`src/rtl/operand_loader_pkg.sv`:
```
// Shared defaults and FSM state encodings for the operand loader and its controller.
package operand_loader_pkg;

    localparam int unsigned N_INPUT_DEFAULT = 16;
    localparam int unsigned N_MULT_DEFAULT  = 8;

    typedef enum logic [1:0] {
        StFill  = 2'd0,
        StLast  = 2'd1,
        StStart = 2'd2,
        StWait  = 2'd3
    } load_state_e;

endpackage

```
`src/rtl/load_counter.sv`:
```
// Write-address counter for the input RAM; saturates at the terminal count R-1 and
// only returns to zero through clr.
module load_counter #(
    parameter int unsigned AW = 4,
    parameter int unsigned R  = 16
) (
    input  logic          clk,
    input  logic          rst,
    input  logic          clr,
    input  logic          inc,
    output logic [AW-1:0] count,
    output logic          co
);

    localparam logic [AW-1:0] TermCount = AW'(R - 1);

    logic [AW-1:0] count_q;

    always_ff @(posedge clk or negedge rst) begin
        if (!rst) begin
            count_q <= '0;
        end else if (clr) begin
            count_q <= '0;
        end else if (inc && !co) begin
            count_q <= count_q + AW'(1);
        end
    end

    assign count = count_q;
    assign co    = (count_q == TermCount);

endmodule

```
`src/rtl/operand_loader.sv`:
```
// Feed stage: packs streamed operands into the input RAM as A/B pairs, pulses start,
// then holds off input until done_i. Optional zero-operand flags under ZERO_DETECT_EN.
module operand_loader
    import operand_loader_pkg::*;
#(
    parameter int unsigned N_INPUT           = N_INPUT_DEFAULT,
    parameter int unsigned N_MULTIPLICATIONS = N_MULT_DEFAULT
) (
    input  logic                                    clk,
    input  logic                                    rst,
    input  logic                                    clr,
    input  logic                                    in_valid,
    output logic                                    in_ready,
    input  logic [N_INPUT-1:0]                      in_data,
    output logic                                    wr,
    output logic [$clog2(2*N_MULTIPLICATIONS)-1:0]  wr_addr,
    output logic [N_INPUT-1:0]                      wr_data,
    output logic                                    start,
    input  logic                                    done_i,
    output logic                                    busy,
    output logic [7:0]                              batch_cnt,
    output logic [N_MULTIPLICATIONS-1:0]            zero_flags
);

    localparam int unsigned R  = 2 * N_MULTIPLICATIONS;
    localparam int unsigned AW = $clog2(R);

    load_state_e       state_q, state_d;
    logic [AW-1:0]     addr;
    logic              addr_co;
    logic              hs;
    logic              done_acc;
    logic              wr_q;
    logic [AW-1:0]     wr_addr_q;
    logic [N_INPUT-1:0] wr_data_q;
    logic [7:0]        batch_q;

    assign in_ready = (state_q == StFill) & ~clr;
    assign hs       = in_valid & in_ready;
    assign done_acc = (state_q == StWait) & done_i & ~clr;

    load_counter #(
        .AW (AW),
        .R  (R)
    ) u_load_counter (
        .clk   (clk),
        .rst   (rst),
        .clr   (clr | done_acc),
        .inc   (hs),
        .count (addr),
        .co    (addr_co)
    );

    always_comb begin
        state_d = state_q;
        if (clr) begin
            state_d = StFill;
        end else begin
            unique case (state_q)
                StFill:  if (hs && addr_co) state_d = StLast;
                StLast:  state_d = StStart;
                StStart: state_d = StWait;
                StWait:  if (done_i) state_d = StFill;
                default: state_d = StFill;
            endcase
        end
    end

    // in_ready is low under clr, so a same-cycle handshake can never reach the RAM.
    always_ff @(posedge clk or negedge rst) begin
        if (!rst) begin
            state_q   <= StFill;
            wr_q      <= 1'b0;
            wr_addr_q <= '0;
            wr_data_q <= '0;
            batch_q   <= '0;
        end else begin
            state_q <= state_d;
            wr_q    <= hs;
            if (hs) begin
                wr_addr_q <= addr;
                wr_data_q <= in_data;
            end
            if (done_acc) begin
                batch_q <= batch_q + 8'd1;
            end
        end
    end

    assign wr        = wr_q;
    assign wr_addr   = wr_addr_q;
    assign wr_data   = wr_data_q;
    assign start     = (state_q == StStart);
    assign busy      = (state_q != StFill);
    assign batch_cnt = batch_q;

`ifdef ZERO_DETECT_EN
    logic [N_MULTIPLICATIONS-1:0] zero_q, zero_d;

    // Pair index is the address with the A/B select bit dropped.
    always_comb begin
        zero_d = zero_q;
        if (clr || done_acc) begin
            zero_d = '0;
        end else if (hs && (in_data == '0)) begin
            zero_d[addr[AW-1:1]] = 1'b1;
        end
    end

    always_ff @(posedge clk or negedge rst) begin
        if (!rst) begin
            zero_q <= '0;
        end else begin
            zero_q <= zero_d;
        end
    end

    assign zero_flags = zero_q;
`else
    assign zero_flags = '0;
`endif

endmodule

```
`config.mk`:
```
export PLATFORM = sky130hd
export DESIGN_NAME = operand_loader
export DESIGN_NICKNAME = d
export VERILOG_FILES = /design/src/rtl/operand_loader_pkg.sv /design/src/rtl/load_counter.sv /design/src/rtl/operand_loader.sv
export SDC_FILE = /design/constraint.sdc
export NUM_CORES = 1
export LEC_CHECK = 0
export BUFFER_PORTS_ARGS = -buffer_cell sky130_fd_sc_hd__buf_2
export CAP_MARGIN = 20
export CORE_ASPECT_RATIO = 1.4
export CORE_MARGIN = 8
export CORE_UTILIZATION = 54
export CTS_BUF_LIST = sky130_fd_sc_hd__clkbuf_8
export DETAILED_ROUTE_END_ITERATION = 8
export PLACE_DENSITY = 0.86
export SETUP_SLACK_MARGIN = 0.05
export SYNTH_ARGS = -nofsm -noshare
export SYNTH_HDL_FRONTEND = slang
export SYNTH_SLANG_ARGS = --single-unit
```
`constraint.sdc`:
```
create_clock -name clk -period 3.5 [get_ports clk]
set_input_delay 0.175 -clock clk [delete_from_list [all_inputs] [get_ports clk]]
set_output_delay 0.175 -clock clk [all_outputs]
set_load 0.01 [all_outputs]
```
==> out/qor.txt, run 1 <==
Max Cap Viol = 0
GRT overflow = 0
Final setup fails = 0
Max H-tree Level = 2
Post-Syn Area = 1645 µm²
Routed length per instance = 13.66 µm
Routing usage on met2 = 26.27%
Overall routing resource usage = 14.72%
Seq/Total Area, Yosys = 53.23%
Port Buffer Count = 52
Via Count = 1304
Height of the die = 81.31 µm
Share of power burned in registers = 48.9%
Switching Fraction = 30.04%
Seq cells post-synth = 35
Max-slew violations = 0
NetSw = 0.3027 mW
Synthesis-to-finish area growth = 21.29%
Synth warn = 0
Clock skew = 0.004994 ns
Root buffer cell = clkbuf_8
Post-layout instance area = 1996 µm²
GR Layer Usage met1 = 15.26%
Critical path type = register to register
CTS tree = done
Non-Filler Instances = 263
Gpl congestion = 0.7514
Cell Area, Placed = 1898 µm²
Clk pwr share = 28.1%
First-pass iteration count of the detailed router = 4
Num CTS Buffers = 5
Comb pwr share = 22.9%
Routed WL = 3592 µm
Final worst path period share = 58.41%
First-pass GRT wire length = 6099 µm
Final Util = 69.35%
DRC = 0
DRT antenna net count = 0
Core box area = 2878 µm²
Endpoints failing hold = 0
Initial antenna violation count = 0
Measured slew at the worst slew-check pin = 0.7514 ns
Clock Latency Late Sink = 0.28 ns
Clock Sinks = 35
Most frequent CP cell = inv_1
Slowest stage cell, crit path = inv_1
Worst path cell trace = inv_1, ha_1, nand3b_4, inv_1, nand3b_1, a21oi_1
Share of cells above drive strength 1 = 29.20%
Status = completed
Final min period = 2.044 ns
Pin count of the biggest net entering global routing = 36
DR iter-0 viols = 50
Post-Place Cells = 255
Pwr/cell area = 504.9 nW/µm²
I/O pins = 61
Initial Utilization = 57.17%
Leak pwr = 1.173 nW
Die span in x = 62.65 µm
CP peak stage delay = 0.54 ns
Crit. End Element = register
CP arrival = 2.24 ns
Met3 usage = 5.777%
Crit start category = register
Hold Crit Class = primary input to register
Slew headroom = 49.91%
Number of global-route vias before repair = 1377
Mapped Avg Cell Area = 9.622 µm²
Clk buf depth = 2
Fmax = 489.1 MHz
RSZ-0062 raised after global routing = false
Antenna diode count = 0
Detail Placement HPWL = 2782 µm
Worst VDD drop = 0.4523 mV
Clock Pin Slew Worst Setup and Hold Paths = 0.06 ns
Nets = 253
Hold_ws = 0.08421 ns
TNS Setup = 0 ns
Vias per inst = 4.958
Most crowded layer after global routing = met2
Synthesized instance count = 171
Worst Path Required = 3.70 ns
Netlist cell types = 31
Rows = 23
CP max FO = 28
Int Pwr = 0.7050 mW
Die area = 5094 µm²
Yosys cell counts:
library cell  instances  area, µm²
buf_4                 8      60.06
nor4_2                1      12.51
xnor2_1               4      35.03
o31ai_1               1      7.510
a2111oi_0             1      8.760
o311ai_0              1      8.760
o21ai_0               2      10.01
nor2_1                2      7.510
nand3b_1              1      7.510
dfrtp_1              35      875.8
and3_1                3      18.77
inv_1                 8      30.03
buf_2                 4      20.02
nand2_1              68      255.2
nor3_1                2      10.01
o41ai_1               1      8.760
nand4_2               1      12.51
conb_1                1      3.750
nand4_1               1      6.260
a21oi_1               4      20.02
nand3b_4              2      40.04
nand3_1               3      15.01
or3_1                 2      12.51
and3b_2               1      10.01
a311o_2               1      11.26
a311o_1               1      10.01
nor2b_1               1      6.260
a2111oi_1             1      10.01
xor2_1                3      26.28
and2b_4               1      10.01
ha_1                  6      75.07
sequential cells by signal, summed over array words and instances (netlist names):
signal / count
batch_cnt: 8
state_q: 2
u_load_counter.count: 4
wr: 1
wr_addr: 4
wr_data: 16
what timing repair did:
| item | in CTS | in global routing |
|---|---|---|
| hold buffers | 1 | 0 |
| setup buffers | 0 | 0 |
| gates resized for setup | 0 | 0 |
| endpoints found under the hold margin | 35 | 0 |
path summary, 6_finish.rpt:
check | from | end | slack [ns] | cells after the start
min in group asynchronous | rst | wr_data[10] | 0.50 | 2
max | state_q[0] | u_load_counter.count[1] | 1.46 | 6
max reg2reg | state_q[0] | u_load_counter.count[1] | 1.46 | 6
min | in_data[9] | wr_data[9] | 0.08 | 3
min reg2reg | batch_cnt[7] | batch_cnt[7] | 0.47 | 1
max in group asynchronous | rst | wr_data[3] | 2.51 | 2
per-layer routing:
metal	up-vias	routed length [µm]	part of all wire, %
li1	644	-	-
met1	614	1456	41
met2	41	1824	51
met3	5	254	7.1
met4	0	57	1.6
met5	-	0	0
cell families (layout without fill, tap and decap cells):
| family | count (synthesis) | in the layout | synth area share (%) |
|---|---|---|---|
| AOI/OAI and AO/OA | 13 | 13 | 5.780 |
| xor gates and xnor gates | 7 | 7 | 3.726 |
| adders and majority gates | 6 | 6 | 4.563 |
| buffers and inverters | 20 | 68 | 6.692 |
| DFF | 35 | 35 | 53.23 |
| other | 1 | 8 | 0.2279 |
| and+or+nand+nor | 89 | 89 | 25.78 |
critical path, delay by kind of cell (launching register included):
kind            cells  cell delay (ns)
simple gates        2             0.44
compound gates      1             0.17
flops               1             0.41
fa+ha+maj           1             0.28
buf+inv             2             0.66
cells in the final DEF (no fill, tap or decap), types with 3 or more instances in the layout:
master and instances:
and3_1 3, a21oi_1 4, ha_1 6, xnor2_1 4, dfrtp_1 35, nand2_1 68, buf_2 52, nand3_1 3
inv_1 8, xor2_1 3, clkbuf_8 6, conb_1 8
per-stage QoR:
stage	power, mW	worst slack, ns
after floorplan	0.6383	2.050
after global placement	0.7252	1.596
after detailed placement	0.7360	1.512
after CTS	1.022	1.420
after global routing	1.074	1.289
final	1.008	1.456
cell type report:
| type | count | area (µm²) |
|---|---|---|
| Clock buffer | 6 | 82.58 |
| Fill cell | 246 | 882.1 |
| Tap cell | 37 | 46.29 |
| Sequential cell | 35 | 875.8 |
| Clock inverter | 1 | 5.005 |
| Inverter | 8 | 30.03 |
| Multi-Input combinational cell | 123 | 685.7 |
| Timing Repair Buffer | 53 | 270.3 |
power by group through the flow:
stage,Combinational (mW),Clock (mW),Sequential (mW)
final,0.231,0.284,0.493
after global routing,0.262,0.311,0.500
after CTS,0.237,0.291,0.494
after detailed placement,0.235,0,0.501
after global placement,0.226,0,0.499
after floorplan,0.115,0,0.523
No activity file was read; power rests on OpenSTA's default activity.
==> inputs of run 2 (changes only) <==
- CORE_UTILIZATION: 54 -> 50
- PLACE_DENSITY: 0.86 -> 0.81
- clock period: 3.5 -> 1.9 ns (I/O delays scaled with it)
==> run 2 against run 1 <==
Worst setup slack worse by 1.2 ns. Cell count is 3.4% higher. Worst hold slack lost 0.079 ns. Critical path depth up 1. Clock skew fell by 0.0011 ns. Clock power up 75%. Register-to-register slack worse by 1.2 ns. Cell area grew 2.2%. Maximum frequency grew 24%. Power rose by 84%. Sequential power increased by 85%. Via count increased by 3.2%.
==> out/qor.txt, run 2 (same netlist as run 1, synthesis figures left out) <==
Die span in x = 64.48 µm
Share of cells above drive strength 1 = 28.88%
Commonest non-fill, non-tap cell in the layout = nand2_1
DRC = 0
Number of global-route vias before repair = 1415
Root buffer cell = clkbuf_8
Detail Placement HPWL = 2713 µm
Port Buffer Count = 52
Max Cap Viol = 0
Int Pwr = 1.272 mW
Gpl congestion = 0.8172
Comb pwr share = 24.1%
Clock Pin Slew Worst Setup and Hold Paths = 0.07 ns
Routing usage on met2 = 24.41%
Routed WL = 3786 µm
Overall routing resource usage = 14.82%
Hold Crit Class = primary input to register
Status = completed
Vias per inst = 4.949
Slew headroom = 49.55%
Height of the die = 83.88 µm
CP max FO = 13
Crit. path cell count = 7
Crit. End Element = register
WP buf/inv = 3
First-pass GRT wire length = 6575 µm
Non-Filler Instances = 272
Worst Path Required = 2.12 ns
Pwr/cell area = 908.7 nW/µm²
Final worst slack = 0.2503 ns
Max H-tree Level = 2
Leak pwr = 1.199 nW
Die area = 5408 µm²
Commonest non-fill, non-tap cells in the layout = nand2_1 (68), buf_2 (52), dfrtp_1 (35)
Routed length per instance = 13.92 µm
Filler cells = 272
Largest register FFs = 16
Worst path cell trace = inv_1, ha_1, nand3b_4, inv_1, buf_4, nand2_1, nand2_1
CTS tree = done
Clk buf depth = 2
Initial antenna violation count = 1
Final setup fails = 0
Pwr Total = 1.853 mW
Share of power burned in registers = 49.1%
Endpoints failing hold = 0
Post-Place Cells = 259
Clock Sinks = 35
CP arrival = 1.87 ns
Number of setup buffers added after CTS = 0
Critical path type = register to register
Rows = 24
Post-layout instance area = 2039 µm²
DRT antenna net count = 0
Final worst path period share = 86.82%
Clock skew = 0.003862 ns
Met3 usage = 6.586%
Nets = 258
Synthesis-to-finish area growth = 23.95%
Final min period = 1.650 ns
DR iter-0 viols = 44
Final Util = 65.30%
Core box area = 3123 µm²
CP top delay family = buffers and inverters
GRT overflow = 0
CP peak stage delay = 0.40 ns
NetSw = 0.5809 mW
Via Count = 1346
Slowest stage cell, crit path = dfrtp_1
Fmax = 606.2 MHz
Clock Latency Late Sink = 0.28 ns
RSZ-0062 raised after global routing = false
Hold_ws = 0.005533 ns
First-pass iteration count of the detailed router = 4
Initial Utilization = 52.68%
TNS Setup = 0 ns
Worst Reg-to-Reg Cells = 7
GR Layer Usage met1 = 15.81%
Max-slew violations = 0
I/O pins = 61
Crit start category = register
Switching Fraction = 31.34%
Pin count of the biggest net entering global routing = 36
Measured slew at the worst slew-check pin = 0.7567 ns
Clk pwr share = 26.8%
Pre-CTS setup slack = 0.2985 ns
Most crowded layer after global routing = met2
Reg area = 875.8 µm²
Worst VDD drop = 0.5646 mV
Worst Hold Path Cells = 3
Cell Area, Placed = 1916 µm²
Num CTS Buffers = 5
Area of the multi-input gates = 685.7 µm²
-- run 2: cell count changes in the layout (fill, tap and decap cells not counted), sizes merged --
cell,previous run,this run
buf,52,54
clkbuf,6,5
diode,0,1
dlygate4sd3,1,4
inv,8,10
-- run 2: per-layer routing --
layer | wire length, µm | vias up
met5 | 0 | -
met4 | 55 | 0
met3 | 312 | 6
met2 | 1953 | 49
met1 | 1464 | 632
li1 | - | 659
-- run 2: power groups by stage --
stage,sequential [mW],clock [mW],combinational [mW]
floorplan,0.963,0,0.212
global placement,0.914,0,0.429
detailed placement,0.921,0,0.440
CTS,0.907,0.508,0.449
global route,0.922,0.546,0.513
finish,0.910,0.496,0.447
-- run 2: worst paths after layout --
check                              end  slack [ns]  startpoint
min reg2reg                 wr_addr[1]        0.47  wr_addr[1]
max                         wr_addr[0]        0.25  state_q[0]
max in group asynchronous   state_q[1]        1.00         rst
min                         wr_data[1]       0.006  in_data[1]
max reg2reg                 wr_addr[0]        0.25  state_q[0]
min in group asynchronous  wr_data[14]        0.42         rst
-- run 2: final cells by class --
class                      count  share of cell area (%)
timing repair buffer          58                   15.46
tap                           39                   2.393
antenna                        1                  0.1227
sequential                    35                   42.94
multi-input combinational    123                   33.62
clock inverter                 3                  0.6135
clock buffer                   5                   3.374
inverter                       8                   1.472
-- run 2: repair_timing --
| action | in CTS | in global routing |
|---|---|---|
| gates resized for setup | 0 | 0 |
| hold buffers | 4 | 0 |
| hold endpoints to repair | 38 | 0 |
-- run 2: worst reg2reg max path, stage by stage (launching register included) --
cell	delay, ns
dfrtp_1	0.40
inv_1	0.11
ha_1	0.28
nand3b_4	0.14
inv_1	0.25
buf_4	0.25
nand2_1	0.07
nand2_1	0.08
